<file path="config.mk">
export PLATFORM = sky130hd
export DESIGN_NAME = keypad_entry_fsm_flat
export DESIGN_NICKNAME = d
export VERILOG_FILES = /design/src/rtl/keypad_entry_fsm_if.sv /design/src/rtl/keypad_entry_fsm.sv /design/src/flat_wrapper.sv
export SDC_FILE = /design/constraint.sdc
export NUM_CORES = 1
export LEC_CHECK = 0
export BUFFER_PORTS_ARGS = -buffer_cell sky130_fd_sc_hd__buf_2
export CAP_MARGIN = 20
export CORE_UTILIZATION = 61
export DETAILED_ROUTE_END_ITERATION = 16
export PLACE_DENSITY = 0.81
export SLEW_MARGIN = 20
export SYNTH_ARGS = -nofsm -noshare
export SYNTH_HDL_FRONTEND = slang
export SYNTH_SLANG_ARGS = --single-unit
</file>
<file path="constraint.sdc">
create_clock -name clock -period 13.5 [get_ports clock]
set_input_delay 0.675 -clock clock [delete_from_list [all_inputs] [get_ports clock]]
set_output_delay 0.675 -clock clock [all_outputs]
set_load 0.03 [all_outputs]
</file>
<file path="src/rtl/keypad_entry_fsm_if.sv">
// Keypad-side and result-side signals of keypad_entry_fsm bundled as one port.
// Ports: row (keypad rows in), col (column strobes out), key_valid/key_code (accepted key),
//        entry (live typed value), number/number_valid (committed value and its update pulse).
interface keypad_entry_fsm_if;
    logic [3:0]  row;
    logic [3:0]  col;
    logic        key_valid;
    logic [3:0]  key_code;
    logic [31:0] entry;
    logic [31:0] number;
    logic        number_valid;

    // The keypad entry block drives the scan columns and all results.
    modport master (
        input  row,
        output col, key_valid, key_code, entry, number, number_valid
    );

    // The keypad and downstream consumers drive the rows and observe everything else.
    modport slave (
        output row,
        input  col, key_valid, key_code, entry, number, number_valid
    );
endinterface

</file>
<file path="src/rtl/keypad_entry_fsm.sv">
// Scans a 4x4 active-low keypad, debounces presses and builds a decimal entry into a 32-bit value.
// Latency: a key is accepted DEBOUNCE_SCANS full frames plus 1 cycle after its first frame.
// No backpressure: key_valid and number_valid are one-cycle pulses that cannot be stalled.
// Ports: clock, reset_n (synchronous, active-low), kp (keypad_entry_fsm_if.master).
module keypad_entry_fsm #(
    parameter int SCAN_TICKS     = 100000,
    parameter int DEBOUNCE_SCANS = 4
) (
    input  logic                  clock,
    input  logic                  reset_n,
    keypad_entry_fsm_if.master    kp
);
    localparam int TICK_W = (SCAN_TICKS > 1) ? $clog2(SCAN_TICKS) : 1;
    localparam int CNT_W  = $clog2(DEBOUNCE_SCANS + 1);
    localparam logic [TICK_W-1:0] TICK_LAST = TICK_W'(SCAN_TICKS - 1);
    localparam logic [CNT_W-1:0]  CNT_DONE  = CNT_W'(DEBOUNCE_SCANS);

    typedef enum logic [1:0] {IDLE, CONFIRM, HELD} state_t;

    state_t             state;
    logic [3:0]         row_meta, row_sync;
    logic [TICK_W-1:0]  tick;
    logic [1:0]         col_idx;
    logic [3:0]         col_q;
    logic [11:0]        frame_low;      // low-row bits of columns 0..2, index col*4 + row
    logic [3:0]         cand;
    logic [CNT_W-1:0]   press_cnt, rel_cnt;
    logic [3:0]         digit_cnt;
    logic               key_valid_q, number_valid_q;
    logic [3:0]         key_code_q;
    logic [31:0]        entry_q, number_q;

    function automatic logic [3:0] key_of(input logic [1:0] r, input logic [1:0] c);
        logic [3:0] k;
        case ({r, c})
            4'b00_00: k = 4'h1;  4'b00_01: k = 4'h2;  4'b00_10: k = 4'h3;  4'b00_11: k = 4'hA;
            4'b01_00: k = 4'h4;  4'b01_01: k = 4'h5;  4'b01_10: k = 4'h6;  4'b01_11: k = 4'hB;
            4'b10_00: k = 4'h7;  4'b10_01: k = 4'h8;  4'b10_10: k = 4'h9;  4'b10_11: k = 4'hC;
            4'b11_00: k = 4'h0;  4'b11_01: k = 4'hF;  4'b11_10: k = 4'hE;  default:  k = 4'hD;
        endcase
        return k;
    endfunction

    logic        sample, frame_end;
    logic [15:0] frame_all;
    logic [4:0]  n_low;
    logic [3:0]  hit;
    logic        key_hit;
    logic [3:0]  hit_code;
    logic        accept;
    logic [31:0] entry_digit;

    assign sample    = (tick == TICK_LAST);
    assign frame_end = sample && (col_idx == 2'd3);
    // Column 3 is evaluated straight from the synchronizer on its own sample cycle.
    assign frame_all = {~row_sync, frame_low};

    always_comb begin
        n_low = 5'd0;
        hit   = 4'd0;
        for (int i = 0; i < 16; i++) begin
            if (frame_all[i]) begin
                n_low = n_low + 5'd1;
                hit   = 4'(i);
            end
        end
    end

    // More than one low bit is a possible ghost and is treated like no key at all.
    assign key_hit  = (n_low == 5'd1);
    assign hit_code = key_of(hit[1:0], hit[3:2]);

    assign accept = frame_end && key_hit &&
                    (((state == IDLE) && (CNT_DONE == CNT_W'(1))) ||
                     ((state == CONFIRM) && (hit_code == cand) && (press_cnt + CNT_W'(1) == CNT_DONE)));

    // v*10 + d as shifts and adds; eight digits cannot exceed 32 bits.
    assign entry_digit = (entry_q << 3) + (entry_q << 1) + {28'd0, hit_code};

    always_ff @(posedge clock) begin
        if (!reset_n) begin
            state          <= IDLE;
            row_meta       <= 4'hF;
            row_sync       <= 4'hF;
            tick           <= '0;
            col_idx        <= 2'd0;
            col_q          <= 4'b1110;
            frame_low      <= 12'd0;
            cand           <= 4'd0;
            press_cnt      <= '0;
            rel_cnt        <= '0;
            digit_cnt      <= 4'd0;
            key_valid_q    <= 1'b0;
            number_valid_q <= 1'b0;
            key_code_q     <= 4'd0;
            entry_q        <= 32'd0;
            number_q       <= 32'd0;
        end else begin
            key_valid_q    <= 1'b0;
            number_valid_q <= 1'b0;
            row_meta       <= kp.row;
            row_sync       <= row_meta;

            if (sample) begin
                tick    <= '0;
                col_idx <= col_idx + 2'd1;
                col_q   <= {col_q[2:0], col_q[3]};
                case (col_idx)
                    2'd0:    frame_low[3:0]  <= ~row_sync;
                    2'd1:    frame_low[7:4]  <= ~row_sync;
                    2'd2:    frame_low[11:8] <= ~row_sync;
                    default: ;
                endcase
            end else begin
                tick <= tick + TICK_W'(1);
            end

            if (frame_end) begin
                if (accept) begin
                    key_valid_q <= 1'b1;
                    key_code_q  <= hit_code;
                    state       <= HELD;
                    press_cnt   <= '0;
                    rel_cnt     <= '0;
                    if (hit_code <= 4'd9) begin
                        // Digits past the eighth are swallowed but still reported.
                        if (digit_cnt < 4'd8) begin
                            entry_q   <= entry_digit;
                            digit_cnt <= digit_cnt + 4'd1;
                        end
                    end else if (hit_code == 4'hA) begin
                        entry_q   <= 32'd0;
                        digit_cnt <= 4'd0;
                    end else if (hit_code == 4'hC) begin
                        number_q       <= entry_q;
                        number_valid_q <= 1'b1;
                        entry_q        <= 32'd0;
                        digit_cnt      <= 4'd0;
                    end
                end else begin
                    case (state)
                        IDLE: begin
                            if (key_hit) begin
                                cand      <= hit_code;
                                press_cnt <= CNT_W'(1);
                                state     <= CONFIRM;
                            end
                        end
                        CONFIRM: begin
                            if (!key_hit) begin
                                press_cnt <= '0;
                                state     <= IDLE;
                            end else if (hit_code != cand) begin
                                cand      <= hit_code;
                                press_cnt <= CNT_W'(1);
                            end else begin
                                press_cnt <= press_cnt + CNT_W'(1);
                            end
                        end
                        HELD: begin
                            if (key_hit) begin
                                rel_cnt <= '0;
                            end else if (rel_cnt + CNT_W'(1) == CNT_DONE) begin
                                rel_cnt <= '0;
                                state   <= IDLE;
                            end else begin
                                rel_cnt <= rel_cnt + CNT_W'(1);
                            end
                        end
                        default: state <= IDLE;
                    endcase
                end
            end
        end
    end

    assign kp.col          = col_q;
    assign kp.key_valid    = key_valid_q;
    assign kp.key_code     = key_code_q;
    assign kp.entry        = entry_q;
    assign kp.number       = number_q;
    assign kp.number_valid = number_valid_q;
endmodule

</file>
<file path="src/flat_wrapper.sv">
// flat-port wrapper written by rule: the top's interface ports become plain ports
module keypad_entry_fsm_flat 
#(
    parameter int SCAN_TICKS     = 100000,
    parameter int DEBOUNCE_SCANS = 4
)
  (clock, reset_n, kp_row, kp_col, kp_key_valid, kp_key_code, kp_entry, kp_number, kp_number_valid);
  keypad_entry_fsm_if kp_i ();
  input  logic clock;
  input  logic reset_n;
  input wire logic [$bits(kp_i.row)-1:0] kp_row;
  output wire logic [$bits(kp_i.col)-1:0] kp_col;
  output wire logic [$bits(kp_i.key_valid)-1:0] kp_key_valid;
  output wire logic [$bits(kp_i.key_code)-1:0] kp_key_code;
  output wire logic [$bits(kp_i.entry)-1:0] kp_entry;
  output wire logic [$bits(kp_i.number)-1:0] kp_number;
  output wire logic [$bits(kp_i.number_valid)-1:0] kp_number_valid;
  assign kp_i.row = kp_row;
  assign kp_col = kp_i.col;
  assign kp_key_valid = kp_i.key_valid;
  assign kp_key_code = kp_i.key_code;
  assign kp_entry = kp_i.entry;
  assign kp_number = kp_i.number;
  assign kp_number_valid = kp_i.number_valid;
  keypad_entry_fsm #(.SCAN_TICKS(SCAN_TICKS), .DEBOUNCE_SCANS(DEBOUNCE_SCANS)) u_core (.clock(clock), .reset_n(reset_n), .kp(kp_i));
endmodule
</file>
==> qor.yml, run 1 <==
run_status:
  status: "finished, final reports clean"
power_and_ir_drop:
  leakage_nw: 4.43
  power_density_mw_per_mm2: 89.8
  peakVddDrop_v: 0.0000930
clock_tree:
  root_buffer: "clkbuf_16"
  cts.clk_slew.worst_paths_ns: 0.05
  clock-sinks: 129
  cts_setup_buffers: 0
  post_cts_resized: 0
  cts_tree: "built"
  worst_skew_pair.late_latency_ns: 0.43
  cts_buffers: 17
  clockBufferDepth: 2
  h-tree-depth: 4
  ctsHoldBuffers: 0
global_route:
  grt_remaining_overflow: 0
  first_global_vias: 7275
  grt_usage_pct: 28.2
  antenna_found_initial: 0
  grt_max_degree: 87
  grt_pass1_wl_mm: 34.1
logic_synthesis:
  synth_fp_nets: 1167
  async_reset_ff_share_pct: 0
  ys_warn_count: 0
  synth_ff_type: "dfxtp_1"
  syn_area_per_cell_um2: 8.42
  syn_area_mm2: 0.00904
  synth-edff-count: 0
  seq_area_frac_synth_pct: 28.6
  yosysUniqueCellTypes: 84
  yosys_register_bits: 129
  netlist_instances: 1073
sta:
  worst_slack_ns: 2.38
  rsz0062_at_grt: "no"
  fin_crit_sh_pct: 82.4
  drv_slew: 0
  timing.fmax_mhz: 89.9
  setup_tns_ns: 0
  timing.hold.ws_ns: 0.405
  tightest_slew_ns: 0.964
  finalSetupViolCount: 0
  min_period_ns: 11.12
  relSlewSlack_pct: 35.1
  finalClockSkew_ns: 0.0108
  hold_viol: 0
placed_design:
  hpwl_mm: 14.2
  routabilityCongestion: 0.861
  pre_cts_slack_ns: 2.50
  numPortBuffers: 79
setup_path:
  cp.required_ns: 13.84
  worstPathArrival_ns: 11.47
  critPathMaxFanout: 49
  crit_type: "reg -> reg"
  critPathLaunchType: "flip-flop"
  cpPeakStageDelay_ns: 0.56
  path_common_cell: "ha_1"
  slowest_stage: "or3_1"
  end_kind: "flip-flop"
floorplanning:
  start_util_pct: 62.4
  die_y_um: 124
  die_w_um: 124
  io_pins: 80
  die-area_mm2: 0.0153
  core-area_mm2: 0.0145
  rows: 44
final_layout:
  fillers: 1158
  antenna_cells: 0
  syn2layout_area_growth_pct: 11.4
  ff_latch_area_mm2: 0.00258
  multi_input_area_mm2: 0.00603
  mostFrequentLayoutCell: "dfxtp_1"
  finalNetCount: 1210
  layout-drive-gt1-share_pct: 13.8
  most-common-layout-cells: "dfxtp_1, nand2_1, a21oi_1, ha_1, buf_2"
detailed_routing:
  drt_iter0_drc: 529
  vias: 7944
  detail_route.vias_per_cell: 6.05
  drt_first_pass_iters: 5
  drc: 0
  wirelength_mm: 20.7
  antenna_left: 0
  wl_per_cell_um: 15.8
run:
  drv_cap: 0
hold_path:
  worst_hold_path_type: "reg -> reg"
worst paths after layout:
kind | startpoint | end | slack, ns | depth (start not counted)
worst min-delay path | u_core.row_meta[0]$_SDFF_PN1_ | u_core.row_sync[0]$_SDFF_PN1_ | 0.40 | 1
worst max-delay path | u_core.frame_low[1]$_SDFFE_PN0P_ | u_core.kp.key_code[0]$_SDFFE_PN0P_ | 2.38 | 51
worst min register to register | u_core.row_meta[0]$_SDFF_PN1_ | u_core.row_sync[0]$_SDFF_PN1_ | 0.40 | 1
worst max register to register | u_core.frame_low[1]$_SDFFE_PN0P_ | u_core.kp.key_code[0]$_SDFFE_PN0P_ | 2.38 | 51
critical path: cells and delay by family (launching register included):
kind                       cells  cell delay (ns)
xor gates and xnor gates       2             0.39
AOI/OAI and AO/OA             13             2.22
muxes                          2             0.47
DFF                            1             0.38
adders and majority gates     14             4.10
buffers and inverters          4             0.27
and+or+nand+nor               16             3.20
cell usage after synthesis (3+ instances only):
library cell	number	area share, %
dfxtp_1	129	29
nand2_1	126	5.2
a21oi_1	92	5.1
ha_1	86	12
o21ai_0	65	3.6
nor2_1	59	2.5
mux2i_1	45	5.0
clkbuf_1	43	1.8
xnor2_1	43	4.2
inv_1	40	1.7
nand4_1	39	2.7
xor2_1	31	3.0
nand3_1	26	1.4
nand2b_1	20	1.4
a311oi_1	13	1.3
and3_1	13	0.90
a21o_1	12	1.0
nor2b_1	12	0.83
o21a_1	12	1.0
nor3_1	10	0.55
buf_2	8	0.44
o211ai_1	8	0.66
or2_2	8	0.55
or3_1	8	0.55
and2_1	6	0.42
buf_6	6	0.75
o2111ai_1	6	0.58
xnor3_1	6	1.5
a211oi_1	5	0.42
nand3b_1	5	0.42
nor4_1	5	0.35
a31oi_1	4	0.28
o21bai_1	4	0.33
o22ai_1	4	0.28
a22o_1	3	0.29
a22oi_1	3	0.25
clkbuf_2	3	0.17
nand4b_1	3	0.29
o31ai_1	3	0.25
xnor2_2	3	0.54
sequential cells by signal, summed over array words and instances, names as in the netlist:
name,cells
u_core.cand,4
u_core.rel_cnt,3
u_core.row_sync,4
u_core.col_idx,2
u_core.kp.number,32
u_core.kp.number_valid,1
u_core.press_cnt,3
u_core.digit_cnt,4
u_core.state,2
u_core.kp.col,4
u_core.kp.key_code,4
u_core.row_meta,4
u_core.kp.entry,32
u_core.kp.key_valid,1
u_core.frame_low,12
u_core.tick,17
report_power, final:
group / leakage, nW / internal [mW] / switching, mW
logic: 3.10 / 0.0157 / 0.0340
registers: 1.04 / 0.383 / 0.00290
clock network: 0.292 / 0.303 / 0.165
through the flow:
step	area, um2	std cells	total power, mW	utilization, %
2_1_floorplan	9040	1073	0.429	-
3_3_place_gp	9450	1281	0.440	65.3
3_5_place_dp	9450	1281	0.442	65.3
4_1_cts	10100	1313	0.907	69.4
5_1_grt	10100	1313	0.930	69.5
6_report	10100	1313	0.903	69.5
cells by family after synthesis:
| family | count (synthesis) | share of synthesized area, % |
|---|---|---|
| xor gates and xnor gates | 88 | 10.5 |
| muxes | 48 | 5.48 |
| buffers and inverters | 105 | 5.08 |
| AOI/OAI and AO/OA | 262 | 18.6 |
| DFF | 129 | 28.6 |
| and+or+nand+nor | 353 | 19.4 |
| adders and majority gates | 88 | 12.3 |
layer usage:
layer / global-route usage (%) / vias to the layer above / wire length (um)
met1: 36.1 / 3742 / 9480
li1: - / 3940 / -
met5: 0 / - / 0
met3: 6.27 / 38 / 1090
met4: 9.86 / 0 / 367
met2: 46.3 / 224 / 9810
final cells by class:
class	count	share of cell area, %
inverter	42	1.59
clock buffer	22	4.71
sequential	129	25.7
clock inverter	10	1.32
timing repair buffer	87	4.52
tap	184	2.29
multi-input combinational	839	59.9
(Power assumes the default switching activity.)
==> run 2, diff against run 1 <==
--- a/config.mk
+++ b/config.mk
@@ -5,11 +5,12 @@
 export SDC_FILE = /design/constraint.sdc
 export NUM_CORES = 1
 export LEC_CHECK = 0
+export ABC_AREA = 1
 export BUFFER_PORTS_ARGS = -buffer_cell sky130_fd_sc_hd__buf_2
 export CAP_MARGIN = 20
-export CORE_UTILIZATION = 61
+export CORE_UTILIZATION = 55
 export DETAILED_ROUTE_END_ITERATION = 16
-export PLACE_DENSITY = 0.81
+export PLACE_DENSITY = 0.78
 export SLEW_MARGIN = 20
 export SYNTH_ARGS = -nofsm -noshare
 export SYNTH_HDL_FRONTEND = slang
==> constraint.sdc (replaced) <==
create_clock -name clock -period 9.3 [get_ports clock]
set_input_delay 0.465 -clock clock [delete_from_list [all_inputs] [get_ports clock]]
set_output_delay 0.465 -clock clock [all_outputs]
set_load 0.03 [all_outputs]
==> run 2 against run 1 <==
  * Core utilization down 4.9 points
  * Clock-buffer cell count down 2
  * Routed wire length down 6.8%
  * First-iteration DRC count down 18%
  * Critical path depth up 6
  * Non-clock buffer count up 1
  * Sequential share of layout area up 0.36 points
  * Clock power up 43%
  * Fmax up 28%
  * Combinational power up 20%
  * Worst hold slack worse by 0.17 ns
  * Clock skew down 0.0029 ns
  * Largest power group unchanged
==> qor.yml, run 2 <==
run_status:
  status: "finished, final reports clean"
power_and_ir_drop:
  peakVddDrop_v: 0.000160
  p_total_mw: 1.29
  leakage_nw: 5.17
  power_density_mw_per_mm2: 130
setup_path:
  worstPathArrival_ns: 8.99
  cpPeakStageDelay_ns: 0.33
  path_common_cell: "nand2_1"
  end_kind: "flip-flop"
  rr_startpoint: "u_core.frame_low[1]$_SDFFE_PN0P_"
  critPathMaxFanout: 32
  crit_start: "u_core.frame_low[1]$_SDFFE_PN0P_"
  crit_type: "reg -> reg"
  slowest_stage: "dfxtp_1"
  cp.required_ns: 9.62
  critPathLaunchType: "flip-flop"
final_layout:
  mostFrequentLayoutCell: "nand2_1"
  most-common-layout-cells: "nand2_1, inv_1, nor2_1, dfxtp_1, a21oi_1"
  fillers: 1371
  antenna_cells: 0
  syn2layout_area_growth_pct: 13.5
  layout-drive-gt1-share_pct: 17.5
  fin_area_mm2: 0.00993
  finalNetCount: 1444
  final_core_util_pct: 64.6
placed_design:
  dpl_cell_area_mm2: 0.00927
  numPortBuffers: 79
  routabilityCongestion: 0.870
  hpwl_mm: 14.1
sta:
  finalClockSkew_ns: 0.00790
  finalSetupViolCount: 0
  tightest_slew_ns: 0.793
  drv_slew: 0
  timing.hold.ws_ns: 0.230
  setup_tns_ns: 0
  fin_crit_sh_pct: 93.2
  min_period_ns: 8.67
  hold_viol: 0
  timing.fmax_mhz: 115
  relSlewSlack_pct: 47.1
run:
  drv_cap: 0
clock_tree:
  worst_skew_pair.late_latency_ns: 0.43
  cts.clk_slew.worst_paths_ns: 0.06
  h-tree-depth: 4
  clockBufferDepth: 2
  clock-sinks: 129
  ctsHoldBuffers: 0
  root_buffer: "clkbuf_16"
  cts_tree: "built"
  cts_buffers: 17
logic_synthesis:
  async_reset_ff_share_pct: 0
  syn_area_per_cell_um2: 6.88
  yosys_register_bits: 129
  syn_area_mm2: 0.00874
  yosysUniqueCellTypes: 46
  synth.area.top_cells: "dfxtp_1, nand2_1, ha_1, inv_1, nor2_1"
  seq_area_frac_synth_pct: 29.5
  synth_fp_nets: 1364
  synth_common_cells: "nand2_1, inv_1, nor2_1"
  synth-edff-count: 0
  netlist_instances: 1270
  ys_warn_count: 0
  synth_top_cell_by_area: "dfxtp_1"
  synth_top_area_share_pct: 29.5
  synth.most_common_cell: "nand2_1"
  synth_ff_type: "dfxtp_1"
detailed_routing:
  drt_first_pass_iters: 5
  vias: 8085
  drt_iter0_drc: 435
  wirelength_mm: 19.3
  drc: 0
  detail_route.vias_per_cell: 5.14
  wl_per_cell_um: 12.3
  antenna_left: 0
floorplanning:
  rows: 45
  start_util_pct: 56.9
  die-area_mm2: 0.0164
  die_y_um: 128
  die_w_um: 128
  core-area_mm2: 0.0154
  io_pins: 80
hold_path:
  holdCritStartpoint: "kp_row[1]"
  worst_hold_path_type: "in -> reg"
global_route:
  antenna_found_initial: 0
  grt_usage_pct: 24.9
  grt_remaining_overflow: 0
  first_global_vias: 7428
  grt_pass1_wl_mm: 33.5
  grt_max_degree: 66
run 2: changes by cell type in the layout (fill, tap and decap cells not counted), sizes merged, moves of 13 or more:
cell    previous run  this run
xnor2             48         7
and3              13         0
inv               42       167
mux2i             45         0
a311oi            14         0
o21ai             66        79
nand4             39        11
nand2            126       343
nand2b            20         0
nor2              59       146
nand3             27        68
run 2: layer usage:
metal	global-route usage, %	wire [um]	vias up
met4	9.07	296	0
met5	0	0	-
met2	41.8	9020	157
met1	32.0	9330	3618
li1	-	-	4286
met3	4.38	672	24
run 2: area by class of cell:
| class | instances | area, um2 | share of cell area [%] |
|---|---|---|---|
| multi-input cells | 949 | 5380 | 54.2 |
| flip-flops and latches | 129 | 2580 | 26.0 |
| inverters | 165 | 632 | 6.37 |
| repair buffers | 88 | 470 | 4.74 |
| clock buffers | 20 | 467 | 4.70 |
| well taps | 211 | 264 | 2.66 |
| clock inverters | 12 | 130 | 1.31 |
run 2: worst max-delay path: cells and delay by family, from the launching register on:
family,cells,cell delay (ns)
adder cells (fa/ha/maj),14,3.79
AND/OR/NAND/NOR,34,3.56
buffers and inverters,7,0.66
flip-flops,1,0.33
AO/OA/AOI/OAI,2,0.19
run 2: cells by family (layout without fill, tap and decap cells):
| kind of cell | Yosys count | count (layout) | share of synthesized area (%) |
|---|---|---|---|
| simple gates | 611 | 611 | 31.7 |
| compound gates | 219 | 219 | 13.9 |
| buf+inv | 192 | 285 | 9.02 |
| flops | 129 | 129 | 29.5 |
| fa+ha+maj | 88 | 88 | 12.8 |
| xor+xnor | 31 | 31 | 3.11 |
run 2: through the flow:
stage	std cells	worst slack [ns]
3_3_place_gp	1536	0.745
3_5_place_dp	1536	0.511
6_report	1574	0.628
2_1_floorplan	1270	1.39
5_1_grt	1574	-0.0314
4_1_cts	1568	0.459
run 2: path summary, 6_finish.rpt:
path | endpoint | slack [ns] | depth (start not counted)
max | u_core.kp.entry[19]$_SDFFE_PN0P_ | 0.63 | 57
min | u_core.row_meta[1]$_SDFF_PN1_ | 0.23 | 2
max reg2reg | u_core.kp.entry[19]$_SDFFE_PN0P_ | 0.63 | 57
min reg2reg | u_core.row_sync[1]$_SDFF_PN1_ | 0.41 | 1
run 2: where the power goes:
group	switching (mW)	internal [mW]
clock network	0.255	0.416
logic	0.0437	0.0162
registers	0.00205	0.555
total	0.301	0.987
run 2: what timing repair did:
item | 4_1_cts | 5_1_grt
endpoints found under the setup margin | 0 | 49
gates resized for setup | 0 | 5
setup buffers | 0 | 6
